File: src/rtl/arb_req_ctrl.sv
// Two-channel request front-end for a 2-requester arbiter: queues jobs per channel,
// holds request through a fixed-length burst, and flags starvation and illegal grants.
module arb_req_ctrl #(
    parameter int PEND_W    = 4,
    parameter int BURST_LEN = 4,
    parameter int TIMEOUT   = 16
) (
    input  logic              clk,
    input  logic              rst,
    input  logic [1:0]        job_valid,
    output logic [1:0]        job_ready,
    output logic [1:0]        request,
    input  logic [1:0]        grant,
    output logic [1:0]        done,
    output logic [PEND_W-1:0] pending0,
    output logic [PEND_W-1:0] pending1,
    output logic [1:0]        starve,
    output logic              gnt_err
);

    localparam logic [1:0] ST_IDLE = 2'd0;
    localparam logic [1:0] ST_REQ  = 2'd1;
    localparam logic [1:0] ST_XFER = 2'd2;

    localparam int BEAT_W = (BURST_LEN > 1) ? $clog2(BURST_LEN) : 1;
    localparam int WAIT_W = $clog2(TIMEOUT + 1);

    localparam logic [BEAT_W-1:0] BEAT_LAST = BEAT_W'(BURST_LEN - 1);
    localparam logic [WAIT_W-1:0] WAIT_MAX  = WAIT_W'(TIMEOUT);
    localparam logic [PEND_W-1:0] PEND_FULL = {PEND_W{1'b1}};

    logic                   gnt_bad_s;
    logic [1:0][PEND_W-1:0] pend_s;
    logic                   gnt_err_q;

    // An illegal both-granted pattern freezes both channel FSMs for that edge.
    assign gnt_bad_s = (grant == 2'b11);

    for (genvar ch = 0; ch < 2; ch++) begin : g_ch
        logic [1:0]        state_q, state_d;
        logic [BEAT_W-1:0] beat_q, beat_d;
        logic [WAIT_W-1:0] wait_q, wait_d;
        logic [PEND_W-1:0] pend_q, pend_d;
        logic              req_q, done_q, done_d, starve_q, starve_d;
        logic              accept_s;

        assign job_ready[ch] = (pend_q != PEND_FULL);
        assign accept_s      = job_valid[ch] & job_ready[ch];

        // Next-state, beat/wait counters, job counter and sticky starvation flag.
        always_comb begin
            state_d  = state_q;
            beat_d   = beat_q;
            wait_d   = wait_q;
            done_d   = 1'b0;
            if (gnt_bad_s) begin
                state_d = state_q;
            end else begin
                case (state_q)
                    ST_IDLE: begin
                        if (pend_q != {PEND_W{1'b0}}) begin
                            state_d = ST_REQ;
                            wait_d  = {WAIT_W{1'b0}};
                        end else begin
                            state_d = ST_IDLE;
                        end
                    end
                    ST_REQ: begin
                        if (grant[ch]) begin
                            state_d = ST_XFER;
                            beat_d  = {BEAT_W{1'b0}};
                        end else if (wait_q != WAIT_MAX) begin
                            wait_d = wait_q + 1'b1;
                        end else begin
                            wait_d = wait_q;
                        end
                    end
                    ST_XFER: begin
                        if (!grant[ch]) begin
                            state_d = ST_REQ;
                            beat_d  = {BEAT_W{1'b0}};
                        end else if (beat_q == BEAT_LAST) begin
                            state_d = ST_IDLE;
                            done_d  = 1'b1;
                        end else begin
                            beat_d = beat_q + 1'b1;
                        end
                    end
                    default: begin
                        state_d = ST_IDLE;
                    end
                endcase
            end

            case ({accept_s, done_d})
                2'b10:   pend_d = pend_q + 1'b1;
                2'b01:   pend_d = pend_q - 1'b1;
                default: pend_d = pend_q;
            endcase

            starve_d = starve_q | (wait_d == WAIT_MAX);
        end

        // Channel state registers; request is decoded from the next state so it is registered.
        always_ff @(posedge clk) begin
            if (rst) begin
                state_q  <= ST_IDLE;
                beat_q   <= {BEAT_W{1'b0}};
                wait_q   <= {WAIT_W{1'b0}};
                pend_q   <= {PEND_W{1'b0}};
                req_q    <= 1'b0;
                done_q   <= 1'b0;
                starve_q <= 1'b0;
            end else begin
                state_q  <= state_d;
                beat_q   <= beat_d;
                wait_q   <= wait_d;
                pend_q   <= pend_d;
                req_q    <= (state_d == ST_REQ) || (state_d == ST_XFER);
                done_q   <= done_d;
                starve_q <= starve_d;
            end
        end

        assign request[ch] = req_q;
        assign done[ch]    = done_q;
        assign starve[ch]  = starve_q;
        assign pend_s[ch]  = pend_q;
    end

    // Sticky record of any both-granted edge.
    always_ff @(posedge clk) begin
        if (rst) begin
            gnt_err_q <= 1'b0;
        end else begin
            gnt_err_q <= gnt_err_q | gnt_bad_s;
        end
    end

    assign gnt_err  = gnt_err_q;
    assign pending0 = pend_s[0];
    assign pending1 = pend_s[1];

endmodule

File: config.mk
export PLATFORM = sky130hd
export DESIGN_NAME = arb_req_ctrl
export DESIGN_NICKNAME = d
export VERILOG_FILES = /design/src/rtl/arb_req_ctrl.sv
export SDC_FILE = /design/constraint.sdc
export NUM_CORES = 1
export LEC_CHECK = 0
export CAP_MARGIN = 25
export CORE_MARGIN = 2
export CORE_UTILIZATION = 45
export CTS_BUF_LIST = sky130_fd_sc_hd__clkbuf_8
export DETAILED_ROUTE_END_ITERATION = 10
export HOLD_SLACK_MARGIN = 0.02
export PLACE_DENSITY = 0.63
export SETUP_SLACK_MARGIN = 0.3
export SYNTH_ARGS = -nofsm -noshare
export SYNTH_HDL_FRONTEND = slang
export SYNTH_SLANG_ARGS = --single-unit
File: constraint.sdc
create_clock -name clk -period 3.3 [get_ports clk]
set_input_delay 0.66 -clock clk [delete_from_list [all_inputs] [get_ports clk]]
set_output_delay 0.66 -clock clk [all_outputs]
set_load 0.02 [all_outputs]
* After elaboration in Yosys (flattened, before gate mapping)
Index checks and enable logic that the tools add are counted.
** Storage, ports and cells
- Word-level logic and storage cells :: 106
- Flip-flop bits (word level) :: 33
** Cells by class
- Add/subtract/negate cells :: 8
- Bitwise operators :: 6
- Reduce and logical (&&, ||, !) cells :: 12
- Multiplexer cells :: 40
- Eq/ne operators :: 25
** Operators with widths (number)
- $mux W5 :: 8
- $mux W2 :: 14
- $pmux W5 S2 :: 2
- $eq A2 B2 Y1 const B :: 9
- $pmux W4 S2 :: 2
- $eq A2 B1 Y1 const B :: 6
- $pmux W2 S3 :: 2
- $add A5 B1 Y5 const B :: 2
- $eq A5 B5 Y1 const B :: 2
- $mux W1 :: 10
- $ne A5 B5 Y1 const B :: 2
- $add A4 B1 Y4 const B :: 2
- $ne A4 B4 Y1 const B :: 2
- $pmux W2 S2 :: 2
- $reduce_and A4 Y1 :: 2
- $reduce_bool A2 Y1 :: 4
- $reduce_bool A4 Y1 :: 2
- $sub A4 B1 Y4 const B :: 2
- $ne A3 B3 Y1 const B :: 2
- $add A2 B1 Y2 const B :: 2
- $logic_not A2 Y1 :: 2
- $ne A2 B2 Y1 const B :: 2
- $or A1 B1 Y1 :: 3
- $and A1 B1 Y1 :: 2
- other kinds (2) :: 3

* Depth between registers and ports, before layout
- Word-level depth :: 7
- Mapped depth :: 11
- Mapped depth without buffers :: 11

* Worst setup path before layout
OpenSTA, ideal clock, no wires.
- Path kind :: input to register
- Start :: input port grant[0]
- End :: register g_ch[0].pend_q[3] (netlist: pending0[3])
- Setup slack :: 562 ps
- Arrival time :: 2667 ps
- Stages on the path :: 11
- Cell sequence :: buf_2 -> buf_1 -> nand2_1 -> nor3b_1 -> ha_1 -> ha_1 -> a21o_1 -> a21oi_1 -> xnor2_1 -> or3_1 -> a21oi_1
** Between the ends
- Cells in the longest elaborated chain, start to end :: 5
- Elaborated cells on any way between the ends :: 8
- Those cells by class :: 3 x eq/ne; 4 x mux; 1 x reduce/logical
** Ends and longest elaborated chain
- start, declared :: line 13 : input logic [1:0] grant,
- $mux W1 :: line 79 : if (!grant[ch]) begin
- $mux W1 :: line 59 : case (state_q)
- $mux W1 * :: line 56 : if (gnt_bad_s) begin
- via g_ch[0].done_d :: line 44 : logic req_q, done_q, done_d, starve_q, starve_d;
- $eq A2 B1 Y1 / $eq A2 B2 Y1 (equally long branches) :: line 95 : case ({accept_s, done_d})
- $pmux W4 S2 / $reduce_bool A2 Y1 (equally long branches)
- end signal, assigned :: line 110 : pend_q <= {PEND_W{1'b0}};
- end signal, assigned :: line 118 : pend_q <= pend_d;
- end, declared :: line 43 : logic [PEND_W-1:0] pend_q, pend_d;
The timed path passes the listed nets; every way through them passes the cells marked *.
A chain may end at the register's enable or synchronous reset.

* Final worst setup path
- Start :: input port grant[1]
- End :: register g_ch[1].pend_q[3] (netlist: pending1[3])
** Between the ends
- Cells in the longest elaborated chain, start to end :: 5
- Elaborated cells on any way between the ends :: 8
- Those cells by class :: 3 x eq/ne; 4 x mux; 1 x reduce/logical
** Ends and longest elaborated chain (line)
- $mux W1 :: 79
- $mux W1 :: 59
- $mux W1 * :: 56
- via g_ch[1].done_d :: 44
- $eq A2 B1 Y1 / $eq A2 B2 Y1 (equally long branches) :: 95
- $pmux W4 S2 / $reduce_bool A2 Y1 (equally long branches)
- end signal, assigned :: 110
- end signal, assigned :: 118
- end, declared :: 43
Marks and branches as above.

==> impl_metrics.yaml <==
critical_path:
  r2r_start: "g_ch[1].state_q[0]$_SDFF_PP0_"
  critPathKind: "input pin to flip-flop"
  slowest_delay_ns: 0.63
  worstPathRequired_ns: 3.52
  reg2reg_depth: 10
  crit_chain: "clkdlybuf4s50_1, nand2_1, nor3_1, ha_1, ha_1, a21o_2, a21oi_1, xnor2_1, or3_1, a21oi_1"
  arrival_ns: 2.95
  r2r-end: "pending1[3]$_SDFFE_PP0P_"
  cp-start-kind: "input pin"
  end_kind: "flip-flop"
  regToRegSetupSlack_ns: 0.78
  crit_fanout: 8
  critPathSlowestCell: "clkdlybuf4s50_1"
cells_and_area:
  diodes: 0
  drive_above_1_share_pct: 8.61
  syn_to_final_growth_pct: 15.6
  final_cells: 319
  design_area_um2: 2400
  finish.utilization_pct: 54.5
  nets: 291
clocking:
  cts_root_buffer: "clkbuf_8"
  cts_buffers: 5
  ctsResizeCount: 0
  clk_pin_slew_ns: 0.07
  clk_latency_ns: 0.28
  cts_tree: "done"
  clock_sinks: 33
  post-cts-setup-buffers: 0
  cts-hold-fix-buffers: 0
  cts_buffer_depth: 2
  cts_max_level: 2
timing:
  rsz0062_at_grt: "no"
  period_minus_slack_ns: 2.73
  fmax_ghz: 0.367
  setup_ws_ns: 0.573
  tightest_slew_ns: 0.518
  tns_ns: 0
  final-setup-viol-count: 0
  slew_headroom_pct: 65.0
  drv_slew: 0
  period_share_pct: 82.6
  holdWs_ns: 0.458
  fin_skew_ns: 0.00429
  hold_viol_final: 0
yosys:
  synth_simple_gate_area_share_pct: 24.0
  ys_seq_area_share_pct: 31.8
  yosys.area.top_type_share_pct: 31.8
  synth-main-ff-cell: "dfxtp_1"
  avgSynthCellArea_um2: 8.39
  ys_types: 59
  synth_edf_count: 0
  synthTopCellsByArea: "dfxtp_1, ha_1, a21oi_1, nor2_1, inv_1"
  synth_top_family_by_area: "simple AND/OR/NAND/NOR gates"
  ys_ff_latch: 33
  synth_top_area_cell: "dfxtp_1"
  synth_most_common_cell: "dfxtp_1"
  synth_mux_area_share_pct: 1.50
  synth_nets: 272
  netlist_top_cells_count: "dfxtp_1, nor2_1, a21oi_1"
  synth_adder_area_share_pct: 11.6
  synth_xor_xnor_area_share_pct: 2.95
  ys_warn_count: 0
  netlist_area_um2: 2080
  synth_compound_area_share_pct: 20.7
  synthCells: 248
  async_reset_ff_share_pct: 0
routing:
  wl_met3_um: 173
  wl_per_cell_um: 13.7
  vias_per_cell: 5.58
  num_vias: 1780
  wl_met1_mm: 2.08
  wirelength_mm: 4.36
  drc: 0
  top_layer: "met4"
  drt_iter0_drc: 45
  ant_nets: 0
  drt_pass1_iterations: 4
  dr_wl_met2_mm: 2.03
global_route:
  grt_max_degree: 19
  grt_overflow: 0
  grt_pass1_wl_mm: 7.50
  grt_pass1_vias: 1619
  antenna_found_initial: 0
  grt_usage_pct: 18.2
pwr:
  vdd_drop_max_mv: 0.210
  p_leak_nw: 0.966
  swShare_pct: 28.7
  power_frac_clock_pct: 33.6
  p_comb_share_pct: 19.0
  power_density_nw_per_um2: 381
  seq_power_share_pct: 47.4
  finalPower_mw: 0.917
  switchingPower_mw: 0.263
  p_int_mw: 0.654
floorplanning:
  die_area_um2: 5180
  core.rowCount: 24
  num_io_pins: 23
  start_util_pct: 47.1
  core_area_um2: 4410
  die_w_um: 72.0
  fp.dieH_um: 72.0
worst_hold_path:
  hold_class: "flip-flop to flip-flop"
  holdPathStages: 2
  hold_start: "g_ch[1].beat_q[1]$_SDFFE_PP0P_"
  holdPathEnd: "g_ch[1].beat_q[1]$_SDFFE_PP0P_"
flow_run:
  cap_violations: 0
outcome:
  status: "complete, no violations"
place:
  hpwl_mm: 3.29
  post_dp_cell_area_um2: 2320
  io_buffers: 22
  dp_cells: 312
  place_ws_ns: 0.292
  place_congestion: 0.826
## how the worst max path moves through the flow
stage,start,endpoint,slack [ns],depth (start not counted)
after floorplan,grant[0],pending0[3]$_SDFFE_PP0P_,0.56,11
after global placement,grant[1],pending1[3]$_SDFFE_PP0P_,0.33,10
after detailed placement,grant[0],pending0[3]$_SDFFE_PP0P_,0.29,10
after CTS,grant[1],pending1[3]$_SDFFE_PP0P_,0.59,10
after global routing,grant[0],pending0[3]$_SDFFE_PP0P_,0.40,10
final,grant[1],pending1[3]$_SDFFE_PP0P_,0.57,10
## power by group through the flow
stage / registers, mW / clock network [mW] / logic, mW
final: 0.434 / 0.308 / 0.175
after global routing: 0.437 / 0.332 / 0.195
after CTS: 0.434 / 0.319 / 0.175
after detailed placement: 0.443 / 0 / 0.174
after global placement: 0.444 / 0 / 0.173
after floorplan: 0.441 / 0 / 0.125
## area by class of cell
| cell class | count | area, um2 |
|---|---|---|
| Tap cell | 52 | 65.1 |
| Multi-Input combinational cell | 181 | 1260 |
| Clock inverter | 1 | 3.75 |
| Clock buffer | 6 | 82.6 |
| Timing Repair Buffer | 27 | 258 |
| Fill cell | 425 | 2010 |
| Sequential cell | 33 | 661 |
| Inverter | 19 | 71.3 |
## flip-flops by register name (all words and copies together) (netlist names)
name and count:
g_ch.beat_q 4, g_ch.done_q 2, g_ch.req_q 2, g_ch.starve_q 2, g_ch.state_q 4, g_ch.wait_q 10
gnt_err 1, pending0 4, pending1 4
## cell usage in the layout, fill, tap and decap left out, drive strengths merged, types with 2 or more instances in the layout
master / count
a211oi: 3
a21o: 4
a21oi: 21
a221oi: 2
a22oi: 3
a32o: 2
and2: 4
and3: 2
and4b: 2
buf: 5
clkbuf: 6
clkdlybuf4s50: 22
dfxtp: 33
fa: 2
ha: 16
inv: 20
mux2i: 2
nand2: 14
nand2b: 6
nand3: 2
nand4: 3
nand4b: 4
nor2: 29
nor2b: 4
nor3: 3
nor3b: 2
nor4: 3
o21ai: 14
o2bb2ai: 2
or3: 4
or4: 2
xnor2: 3
xor2: 4
## worst max-delay path, delay by kind of cell
family / cells / cell delay, ns
buf+inv: 1 / 0.63
simple gates: 3 / 0.58
compound gates: 3 / 0.51
fa+ha+maj: 2 / 0.47
xor+xnor: 1 / 0.09
## layer usage
layer,up-vias,global-route usage [%]
met2,36,29.1
met5,-,0
met1,827,23.3
li1,909,-
met3,8,4.44
met4,0,8.18
## logic make-up (layout without fill, tap and decap cells)
family,Yosys count,in the layout
adders and majority gates,18,18
buffers and inverters,34,53
and+or+nand+nor,90,90
xor gates and xnor gates,7,7
AOI/OAI and AO/OA,63,63
DFF,33,33
muxes,3,3
(Power assumes the default switching activity.)
